--- src/rtl/traffic_phase_scheduler.sv ---
// traffic_phase_scheduler
// Sequences a shared intersection between road 1, road 2 and a pedestrian
// crossing. Requests are latched and served round-robin. The scheduler
// enforces minimum/maximum green, yellow, all-red clearance and walk times,
// and supports emergency-vehicle preemption of either road.
//
// Ports:
//   clk         single clock
//   rst_n       synchronous active-low reset
//   enable      run when high, forces IDLE (all red) when low
//   req[2:0]    requests: bit0 road 1, bit1 road 2, bit2 pedestrian
//   emerg       emergency preemption (level)
//   emerg_road  preempting road: 0 = road 1, 1 = road 2
//   road1_out   road 1 lamps {red, yellow, green}
//   road2_out   road 2 lamps {red, yellow, green}
//   walk_out    pedestrian walk lamp
//   grant[2:0]  one-hot phase owner, 0 when no owner
//   io_oeb[6:0] pad output enables, active-low
module traffic_phase_scheduler #(
  parameter int CNT_W     = 16,
  parameter int MIN_GREEN = 16,
  parameter int MAX_GREEN = 64,
  parameter int YELLOW    = 8,
  parameter int ALL_RED   = 4,
  parameter int WALK      = 32
) (
  input  logic       clk,
  input  logic       rst_n,
  input  logic       enable,
  input  logic [2:0] req,
  input  logic       emerg,
  input  logic       emerg_road,
  output logic [2:0] road1_out,
  output logic [2:0] road2_out,
  output logic       walk_out,
  output logic [2:0] grant,
  output logic [6:0] io_oeb
);

  typedef enum logic [2:0] {
    ST_IDLE,
    ST_GREEN,
    ST_YELLOW,
    ST_CLEAR,
    ST_WALK
  } state_t;

  localparam logic [2:0] LAMP_RED = 3'b100;
  localparam logic [2:0] LAMP_YEL = 3'b010;
  localparam logic [2:0] LAMP_GRN = 3'b001;

  // Timer holds (cycles spent - 1), so a phase of N cycles ends on the edge
  // where the timer reads N-1.
  localparam logic [CNT_W-1:0] MIN_T   = CNT_W'(MIN_GREEN - 1);
  localparam logic [CNT_W-1:0] MAX_T   = CNT_W'(MAX_GREEN - 1);
  localparam logic [CNT_W-1:0] YEL_T   = CNT_W'(YELLOW - 1);
  localparam logic [CNT_W-1:0] CLR_T   = CNT_W'(ALL_RED - 1);
  localparam logic [CNT_W-1:0] WALK_T  = CNT_W'(WALK - 1);
  localparam logic [CNT_W-1:0] TIMER_SAT = {CNT_W{1'b1}};

  state_t           state_reg, state_next;
  logic [1:0]       owner_reg, owner_next;   // 0 road 1, 1 road 2, 2 pedestrian
  logic [1:0]       last_reg, last_next;
  logic [2:0]       pend_reg, pend_next;
  logic [CNT_W-1:0] timer_reg, timer_next;

  logic [2:0] road1_reg, road2_reg, grant_reg;
  logic       walk_reg;
  logic [6:0] oeb_reg;

  logic [2:0] req_keep;
  logic [2:0] cand;
  logic [2:0] others;
  logic [2:0] grant_clear;
  logic [1:0] winner;
  logic       arbitrate;

  // Round-robin pick: first set bit scanning from last+1 (mod 3).
  function automatic logic [1:0] rr_pick(input logic [2:0] c, input logic [1:0] l);
    logic [1:0] pick;
    int         idx;
    pick = 2'd0;
    // Scan in reverse so the nearest set bit is the one left standing.
    for (int k = 3; k >= 1; k--) begin
      idx = (int'(l) + k) % 3;
      if (c[idx]) pick = 2'(idx);
    end
    return pick;
  endfunction

  function automatic logic [2:0] one_hot(input logic [1:0] idx);
    return (idx == 2'd3) ? 3'b000 : (3'b001 << idx);
  endfunction

  function automatic logic [2:0] lamp(input state_t st, input logic [1:0] own,
                                      input logic [1:0] road);
    logic [2:0] l;
    l = LAMP_RED;
    if (own == road) begin
      if (st == ST_GREEN)  l = LAMP_GRN;
      if (st == ST_YELLOW) l = LAMP_YEL;
    end
    return l;
  endfunction

  // A requester's own request is ignored while it holds GREEN or WALK, so a
  // held level does not queue a second service behind itself.
  for (genvar gi = 0; gi < 3; gi++) begin : g_keep
    assign req_keep[gi] = req[gi] &
        ~((state_reg == ST_GREEN && owner_reg == 2'(gi)) ||
          (state_reg == ST_WALK  && gi == 2));
  end

  assign cand   = pend_reg | req;
  assign others = cand & ~one_hot(owner_reg);
  assign winner = emerg ? {1'b0, emerg_road} : rr_pick(cand, last_reg);

  always_comb begin
    state_next  = state_reg;
    owner_next  = owner_reg;
    last_next   = last_reg;
    grant_clear = 3'b000;
    arbitrate   = 1'b0;

    case (state_reg)
      ST_IDLE: arbitrate = 1'b1;
      ST_GREEN: begin
        if (emerg) begin
          // Preempting road keeps green; the other road yields at once.
          if (owner_reg != {1'b0, emerg_road}) state_next = ST_YELLOW;
        end else if (|others &&
                     ((timer_reg >= MIN_T && !req[owner_reg]) || timer_reg >= MAX_T)) begin
          state_next = ST_YELLOW;
        end
      end
      ST_YELLOW: if (timer_reg == YEL_T) state_next = ST_CLEAR;
      ST_CLEAR:  if (timer_reg == CLR_T) arbitrate = 1'b1;
      ST_WALK:   if (emerg || timer_reg == WALK_T) state_next = ST_CLEAR;
      default:   state_next = ST_IDLE;
    endcase

    if (arbitrate) begin
      if (emerg || |cand) begin
        state_next  = (winner == 2'd2) ? ST_WALK : ST_GREEN;
        owner_next  = winner;
        last_next   = winner;
        grant_clear = one_hot(winner);
      end else begin
        state_next = ST_IDLE;
      end
    end

    pend_next = (pend_reg | req_keep) & ~grant_clear;

    if (!enable) begin
      state_next = ST_IDLE;
      owner_next = owner_reg;
      last_next  = last_reg;
      pend_next  = pend_reg;
    end

    // Restart on every state entry; IDLE keeps the timer at zero.
    if (state_next != state_reg || state_next == ST_IDLE)
      timer_next = '0;
    else if (timer_reg != TIMER_SAT)
      timer_next = timer_reg + 1'b1;
    else
      timer_next = timer_reg;
  end

  always_ff @(posedge clk) begin
    if (!rst_n) begin
      state_reg <= ST_IDLE;
      owner_reg <= 2'd0;
      last_reg  <= 2'd2;
      pend_reg  <= 3'b000;
      timer_reg <= '0;
      road1_reg <= LAMP_RED;
      road2_reg <= LAMP_RED;
      walk_reg  <= 1'b0;
      grant_reg <= 3'b000;
      oeb_reg   <= 7'h7F;
    end else begin
      state_reg <= state_next;
      owner_reg <= owner_next;
      last_reg  <= last_next;
      pend_reg  <= pend_next;
      timer_reg <= timer_next;
      // Lamps are decoded from the next state so they line up with it.
      road1_reg <= lamp(state_next, owner_next, 2'd0);
      road2_reg <= lamp(state_next, owner_next, 2'd1);
      walk_reg  <= (state_next == ST_WALK);
      grant_reg <= (state_next == ST_GREEN || state_next == ST_YELLOW ||
                    state_next == ST_WALK) ? one_hot(owner_next) : 3'b000;
      oeb_reg   <= 7'h00;
    end
  end

  assign road1_out = road1_reg;
  assign road2_out = road2_reg;
  assign walk_out  = walk_reg;
  assign grant     = grant_reg;
  assign io_oeb    = oeb_reg;

endmodule

--- config.mk ---
export PLATFORM = sky130hd
export DESIGN_NAME = traffic_phase_scheduler
export DESIGN_NICKNAME = d
export VERILOG_FILES = /design/src/rtl/traffic_phase_scheduler.sv
export SDC_FILE = /design/constraint.sdc
export NUM_CORES = 1
export LEC_CHECK = 0
export ABC_AREA = 1
export CAP_MARGIN = 10
export CORE_MARGIN = 2
export CORE_UTILIZATION = 40
export DETAILED_ROUTE_END_ITERATION = 16
export GPL_TIMING_DRIVEN = 0
export PLACE_DENSITY = 0.61
export SLEW_MARGIN = 20
export SYNTH_ARGS = -nofsm -noshare
export SYNTH_HDL_FRONTEND = slang
export SYNTH_SLANG_ARGS = --single-unit
--- constraint.sdc ---
create_clock -name clk -period 2 [get_ports clk]
set_input_delay 0.4 -clock clk [delete_from_list [all_inputs] [get_ports clk]]
set_output_delay 0.4 -clock clk [all_outputs]
set_load 0.005 [all_outputs]
Word-level counts from Yosys, hierarchy flattened --
Index checks and enable logic that the tools add are counted.
Cells by class: add/sub/neg operators 4, divide/modulo/power cells 3, magnitude comparators 6, equal/unequal tests 20, shift operators 3, muxes and demuxes 37, bitwise operators 14, reduce and logical (&&, ||, !) cells 25
Operators with widths (count):
- $lt 32x4->1 const B | 3
- $mod 32x3->32 const B | 3
- $mux 3 | 15
- $add 16x1->16 const B | 1
- $eq 16x2->1 const B | 1
- $eq 16x3->1 const B | 1
- $eq 16x5->1 const B | 1
- $ge 16x4->1 const B | 1
- $ge 16x6->1 const B | 1
- $ne 16x16->1 const B | 1
- $mux 2 | 7
- $pmux 3 s4 | 1
- $eq 2x2->1 const B | 5
- $eq 3x2->1 const B | 3
- $reduce_or 3->1 | 3
- $shl 1x2->3 const A | 3
- $bmux 1 s2 | 4
- $mux 1 | 8
- $logic_or 1x1->1 | 7
- $mux 7 | 1
- $add 2x2->3 const B | 2
- $and 3x3->3 | 2
- $eq 3x1->1 const B | 2
- $eq 3x3->1 const B | 2
- 17 further kinds | 34
Storage, ports and cells: flip-flop bits (word level) 43, bits of input ports 8, output and inout port bits 17

Longest topological paths before layout --
Gate-level depths: netlist of run 1.
depth after elaboration 19, depth in mapped cells 17, depth with buffers taken out 16

Worst setup path after synthesis of run 1 --
Ideal clock, no wire load.
path type register to register, start point reg last_reg[0], end point reg timer_reg[6], setup time 0.121 ns, arrival time 1.814 ns, data required time 1.879 ns, slack 0.065 ns, cell stages (with the launch flop) 14, buffers on the path 1, clock period less this slack 1.935 ns, cells stage by stage dfxtp_1 -> inv_1 -> ha_1 -> inv_1 -> a21oi_1 -> o21ai_0 -> nand3_1 -> o21ai_0 -> nor2_1 -> nand2_1 -> nand2_1 -> nand2_4 -> buf_12 -> nor2_4
On the way: word-level cells in the longest chain between the ends 17, elaborated cells between the ends (all ways) 28, classes of those cells 3 x add/sub; 3 x div; 2 x eq/ne; 17 x mux; 3 x reduce/logical
RTL lines:
- start: declaration | line 63 | logic [1:0] last_reg, last_next;
- start signal: assignment | line 186 | last_reg <= last_next;
- $add 2x2->3 | line 85 | idx = (int'(l) + k) % 3;
- $mod 32x3->32 | line 85
- $bmux 1 s2 | line 86 | if (c[idx]) pick = 2'(idx);
- $mux 1 (not written as such) (2 in series) | line 86
- $mux 2 (2 in series) | line 86
- $mux 2 * | line 86
- $mux 2 * | line 116 | assign winner = emerg ? {1'b0, emerg_road} : rr_pick(cand, last_reg);
- $eq 2x2->1 * | line 144 | state_next = (winner == 2'd2) ? ST_WALK : ST_GREEN;
- $mux 3 * | line 144
- $mux 3 * | line 143 | if (emerg || |cand) begin
- $mux 3 * | line 142 | if (arbitrate) begin
- $mux 3 * | line 155 | if (!enable) begin
- $ne 3x3->1 / $logic_not 3->1 (equally long branches) | line 163 | if (state_next != state_reg || state_next == ST_IDLE)
- $logic_or 1x1->1 * | line 163
- $reduce_or 2->1 (no source line) *
- end signal: assignment | line 188 | timer_reg <= timer_next;
- end: declaration | line 65 | logic [CNT_W-1:0] timer_reg, timer_next;
Every way passes the cells marked *; elsewhere a longest branch is shown, timed or not. The select of a mux whose other input is x is not followed. A chain may end at the register's enable or synchronous reset.

Worst setup path after layout of run 1 --
start point reg last_reg[0], end point reg timer_reg[7]
The elaborated chain is that of the path after synthesis.

==> impl_metrics.yaml, run 1 <==
finish:
  final_common_cell: "nand2_1"
  n_fill_cell: 522
  nets: 381
  utilization_pct: 55.69
  finalNonFillerCells: 443
  area_growth_pct: 35.55
  diodes: 0
  drive_above_1_share_pct: 33.96
  final_cell_mix: "nand2_1, nor2_1, inv_1, nand3_1, buf_4"
  largest_reg_flops: 16
sta:
  setup_viol: 10
  skew_ps: 7.419
  fin_setup_tns_ps: -138.3
  post-route-period-util_pct: 101.1
  rsz0062_at_grt: "yes"
  finalHoldViolCount: 0
  max_freq_ghz: 0.4946
  tightest_slew_ps: 707.6
  fin_crit_ps: 2022
  slew_viol_final: 0
  finalWorstSetupSlack_ps: -21.89
  slew_headroom_pct: 52.43
synthesis:
  yosys_warnings: 0
  synth_fp_nets: 329
  syn_avg_cell_area_um2: 7.027
  syn-cell-area_um2: 2235
  ys_types: 36
  ys_ff_latch: 37
  synthCells: 318
  synth_seq_area_share_pct: 33.15
worst_setup_path:
  rr_startpoint: "last_reg[0]$_SDFFE_PN0P_"
  slowest_stage: "dfxtp_2"
  critical_path_arrival_ps: 2250
  worst_setup_path_end_kind: "register"
  crit_type: "reg -> reg"
  crit_family: "simple AND/OR/NAND/NOR gates"
  cp_cell_sequence: "inv_2 > ha_4 > nand3_2 > nand2_1 > o21ai_1 > nand2_1 > nand3_2 > nand2_4 > nand2_4 > nand2_2 > nand2_2 > nor2_4 > nand2_4 > buf_12 > buf_12 > nor2_4"
  reg2reg_setup_slack_ps: -20
  setup.worst_path.start: "last_reg[0]$_SDFFE_PN0P_"
  start_kind: "register"
  slowest_delay_ps: 360
  crit_fanout: 7
  cp_common_cell: "nand2_4"
  worstPathRequired_ps: 2230
  cp_num_buf_inv: 3
route:
  wl_per_cell_um: 11.67
  vias: 2123
  wl_mm: 5.172
  wl_met2_mm: 2.577
  wl_met3_um: 202
  avgViaCountPerCell: 4.792
  drtIter0Drc: 46
  m1WireLength_mm: 2.354
  drc: 0
  antenna_left: 0
  drtPass1Iterations: 4
  top_layer: "met4"
floorplanning:
  die_width_um: 78.75
  num_rows: 27
  fp.dieH_um: 78.75
  ios: 25
  start_util_pct: 41.09
  coreArea_um2: 5439
  dieArea_um2: 6201
job:
  maxCapViolations: 0
outcome:
  violations: "setup timing"
  status: "finished, violations left"
power:
  leakagePower_nw: 1.281
  clkPwrFrac_pct: 30.1
  swShare_pct: 30.77
  vdd_drop_max_v: 0.0004618
  combinationalPowerShare_pct: 25.0
  total_power_mw: 1.758
  p_sw_mw: 0.5410
  seqPwrFrac_pct: 44.9
  p_int_mw: 1.217
  cellPowerDensity_nw_per_um2: 580.5
clock_network:
  clk_latency_ps: 290
  root_buffer: "clkbuf_8"
  cts_tree: "yes"
  ctsLongestPathBuffers: 2
  clk_pin_slew_ps: 80
  clock-sinks: 37
  cts_inserted_buffers: 5
  htree_levels: 2
global_route:
  gr-total-overflow: 0
  antenna_found_initial: 0
  grt_pass1_wl_mm: 8.549
  grt_pass1_vias: 1958
  grt_max_degree: 14
  grtUsageTotal_pct: 16.98
place:
  place_inst: 414
  pre_cts_slack_ps: -486.5
  port-buffer-count: 24
  dp_hpwl_mm: 3.545
  gp_congestion: 0.8294
worst_hold_path:
  hold_start: "pend_reg[2]$_SDFFE_PN0P_"
  hp-class: "reg -> reg"
[cell families after synthesis]
group / share of synthesized area, %
AO/OA/AOI/OAI: 6.720
XOR/XNOR: 4.312
adder cells (fa/ha/maj): 1.680
buffers and inverters: 11.09
flip-flops: 33.15
multiplexers: 0.8959
AND/OR/NAND/NOR: 42.16
[metrics by stage]
step	hold slack (ps)	area, µm²
floorplan	446.5	2235
finish	476.5	3029
CTS	482.7	2834
detailed placement	468.0	2565
global placement	464.9	2565
global route	503.2	3029
[what timing repair did]
item                                   4_1_cts  5_1_grt
gates cloned                                 1        0
setup buffers                                8       12
setup endpoints to repair                   25       25
hold buffers                                 0        0
resized for setup                           30       42
pin swaps                                    7       18
endpoints found under the hold margin        0        0
[worst min-delay path: stages, from the launching register on]
cell	delay (ps)
dfxtp_1	300
inv_1	70
a21oi_1	60
[power by group through the flow]
stage                     registers (mW)  logic, mW  clock network [mW]
final                              0.790      0.439               0.530
after global routing               0.794      0.488               0.587
after CTS                          0.789      0.365               0.543
after detailed placement           0.804      0.316                   0
after global placement             0.802      0.314                   0
after floorplan                    0.800      0.220                   0
[routing by layer]
metal,up-vias,track usage [%]
met5,-,0
met4,0,4.561
met3,4,4.545
met2,31,28.21
met1,983,21.77
li1,1105,-
[area by class of cell]
cell class	count	area [µm²]	area share, %
Sequential cell	37	763.2	25.20
Clock buffer	5	68.82	2.272
Multi-Input combinational cell	228	1405	46.39
Tap cell	72	90.09	2.974
Buffer	8	76.32	2.520
Inverter	45	173.9	5.741
Timing Repair Buffer	45	430.4	14.21
Clock inverter	3	21.27	0.7022
[cell usage after synthesis (all sizes together)]
master | count | area, µm²
a221oi | 1 | 8.760
nand4 | 5 | 37.53
clkinv | 1 | 3.750
xor2 | 8 | 70.07
mux2i | 2 | 20.02
dfxtp | 37 | 740.7
nor3b | 2 | 15.01
inv | 44 | 167.7
xnor2 | 3 | 26.28
buf | 8 | 76.32
a21oi | 11 | 58.81
o22ai | 1 | 6.260
nor4 | 2 | 18.77
o21ai | 14 | 70.07
nand3 | 32 | 177.7
nand2 | 72 | 312.8
nor2 | 67 | 354.1
and2 | 1 | 6.260
a31oi | 1 | 6.260
nor3 | 3 | 20.02
ha | 3 | 37.54
[final timing paths]
path | endpoint | cells after the start
setup reg to reg | timer_reg[7]$_SDFFE_PP0P_ | 16
setup / recovery | timer_reg[7]$_SDFFE_PP0P_ | 16
hold reg to reg | pend_reg[2]$_SDFFE_PN0P_ | 2
hold / removal | pend_reg[2]$_SDFFE_PN0P_ | 2
Note: power is estimated with default switching activity, not from simulation.
==> run 2: changes to the inputs <==
--- a/config.mk
+++ b/config.mk
@@ -6,7 +6,6 @@
 export NUM_CORES = 1
 export LEC_CHECK = 0
 export ABC_AREA = 1
-export CAP_MARGIN = 10
 export CORE_MARGIN = 2
 export CORE_UTILIZATION = 40
 export DETAILED_ROUTE_END_ITERATION = 16
==> results of run 2 <==
The final DEF is identical to that of run 1; final timing and power are the same.
==> run 3: changes to the inputs <==
--- a/config.mk
+++ b/config.mk
@@ -9,8 +9,9 @@
 export CORE_MARGIN = 2
 export CORE_UTILIZATION = 40
 export DETAILED_ROUTE_END_ITERATION = 16
+export DONT_BUFFER_PORTS = 1
 export GPL_TIMING_DRIVEN = 0
-export PLACE_DENSITY = 0.61
+export PLACE_DENSITY = 0.55
 export SLEW_MARGIN = 20
 export SYNTH_ARGS = -nofsm -noshare
 export SYNTH_HDL_FRONTEND = slang
==> run 3 against run 2 <==
Against the previous run: the flow still finishes with violations (setup timing); total power up 2.9%; sequential cell count unchanged; first-iteration DRC count up 39%; critical path depth unchanged; sequential share of layout area up 2.5 points; combinational power down 19%; clock-buffer cell count unchanged; clock skew about the same; final cell count down 7.0%; largest cell class unchanged; global-route usage down 0.089 points; worst setup slack better by 9.4 ps; sequential power about the same.
==> impl_metrics.yaml, run 3 (synthesis gave the netlist of run 1 again) <==
worst_setup_path:
  r2r_end: "timer_reg[12]$_SDFFE_PP0P_"
  crit_fanout: 6
  critical_path_arrival_ps: 2240
  reg2reg_setup_slack_ps: -10
  start_kind: "register"
  worstPathRequired_ps: 2230
  rr_worst_depth: 16
  worst_setup_path_end_kind: "register"
  crit_type: "reg -> reg"
  rr_startpoint: "last_reg[0]$_SDFFE_PN0P_"
clock_network:
  clk_latency_ps: 290
  clk_pin_slew_ps: 80
  root_buffer: "clkbuf_8"
  cts_hold_buffers: 0
  ctsLongestPathBuffers: 2
  clock-sinks: 37
  htree_levels: 2
  cts_inserted_buffers: 5
  cts_tree: "yes"
finish:
  multiInputGateArea_um2: 1373
  final_area_um2: 2720
  nets: 350
  seq_area_um2: 754.5
  drive_above_1_share_pct: 30.59
  area_growth_pct: 21.72
  diodes: 0
  largest_reg_flops: 16
  n_fill_cell: 540
  finalNonFillerCells: 412
  final_cell_mix: "nand2_1, nor2_1, inv_1, dfxtp_1, nand3_1"
  final_common_cell: "nand2_1"
route:
  antenna_left: 0
  avgViaCountPerCell: 4.748
  wl_per_cell_um: 11.99
  wl_mm: 4.938
  drc: 0
  drtPass1Iterations: 4
  vias: 1956
  drtIter0Drc: 64
power:
  cellPowerDensity_nw_per_um2: 665.3
  vdd_drop_max_v: 0.0005104
  total_power_mw: 1.810
  leakagePower_nw: 1.147
worst_hold_path:
  hp-class: "in -> reg"
  min_path_cells: 1
  holdPathEnd: "last_reg[1]$_SDFFE_PN1P_"
  hold_start: "rst_n"
sta:
  setup_viol: 5
  rsz0062_at_grt: "yes"
  skew_ps: 7.180
  slew_viol_final: 0
  fin_crit_ps: 2013
  finalHoldViolCount: 0
  fin_setup_tns_ps: -51.15
  finalWorstSetupSlack_ps: -12.52
  slew_headroom_pct: 52.37
  tightest_slew_ps: 708.6
  post-route-period-util_pct: 100.6
  max_freq_ghz: 0.4969
global_route:
  gr-total-overflow: 0
  grt_max_degree: 14
  grtUsageTotal_pct: 16.89
  antenna_found_initial: 0
  grt_pass1_wl_mm: 8.411
  grt_pass1_vias: 1930
floorplanning:
  fp.dieH_um: 78.75
  ios: 25
  die_width_um: 78.75
  dieArea_um2: 6201
  num_rows: 27
  coreArea_um2: 5439
  start_util_pct: 41.09
place:
  dp_hpwl_mm: 3.467
  pre_cts_slack_ps: -220.9
  port-buffer-count: 0
  dpl-instance-area_um2: 2325
  place_inst: 390
  gp_congestion: 0.7847
outcome:
  violations: "setup timing"
  status: "finished, violations left"
job:
  maxCapViolations: 0
[run 3: power breakdown]
part           switching, mW  total (mW)  leakage, nW  internal, mW
sequential            0.0252       0.792        0.305         0.767
clock                  0.287       0.661       0.0543         0.373
combinational          0.211       0.357        0.788         0.146
[run 3: area by class of cell]
type / instances / area share, %
buffer: 8 / 2.806
multi-input combinational: 228 / 50.46
sequential: 37 / 27.74
inverter: 45 / 6.394
timing repair buffer: 14 / 5.060
clock inverter: 3 / 1.702
clock buffer: 5 / 2.530
tap: 72 / 3.312
[run 3: worst max path at each step]
stage               cells after the start                    endpoint                        from  slack, ps
floorplan                              13   timer_reg[6]$_SDFFE_PP0P_    last_reg[0]$_SDFFE_PN0P_         70
CTS                                    14   timer_reg[5]$_SDFFE_PP0P_  timer_reg[12]$_SDFFE_PP0P_          2
detailed placement                     12  timer_reg[10]$_SDFFE_PP0P_   timer_reg[0]$_SDFFE_PP0P_       -220
global placement                       12   timer_reg[6]$_SDFFE_PP0P_   timer_reg[0]$_SDFFE_PP0P_       -220
global route                            9  timer_reg[10]$_SDFFE_PP0P_   timer_reg[4]$_SDFFE_PP0P_       -140
finish                                 16  timer_reg[12]$_SDFFE_PP0P_    last_reg[0]$_SDFFE_PN0P_        -10
[run 3: worst max-delay path, cell delays in order, from the launching register on]
cell and delay, ps:
dfxtp_2 340, inv_1 60, ha_4 290, nand3_2 80, nand2_1 60, o21ai_1 60
nand2_1 70, nand3_2 110, nand2_4 140, nand2_2 70, nand2_1 70, nand2_2 60
nor2_4 120, nand2_4 70, buf_4 140, buf_12 140, nor2_4 60
[run 3: timing repair]
action | 4_1_cts | 5_1_grt
gates resized for setup | 20 | 30
endpoints found under the setup margin | 25 | 25
buffers inserted | 8 | 5
pin swaps | 4 | 12
gates cloned | 1 | 0
[run 3: layer usage]
metal | vias up | part of all wire, % | global-route usage, %
li1 | 1039 | - | -
met1 | 875 | 45 | 19.09
met2 | 35 | 50 | 30.34
met3 | 7 | 4.1 | 4.432
met4 | 0 | 1.3 | 6.316
met5 | - | 0 | 0
[run 3: stage by stage]
stage | utilization, % | hold slack, ps
2_1_floorplan | - | 446.5
3_3_place_gp | 42.74 | 464.9
3_5_place_dp | 42.74 | 470.6
4_1_cts | 47.80 | 176.9
5_1_grt | 50.01 | 175.0
6_report | 50.01 | 180.3
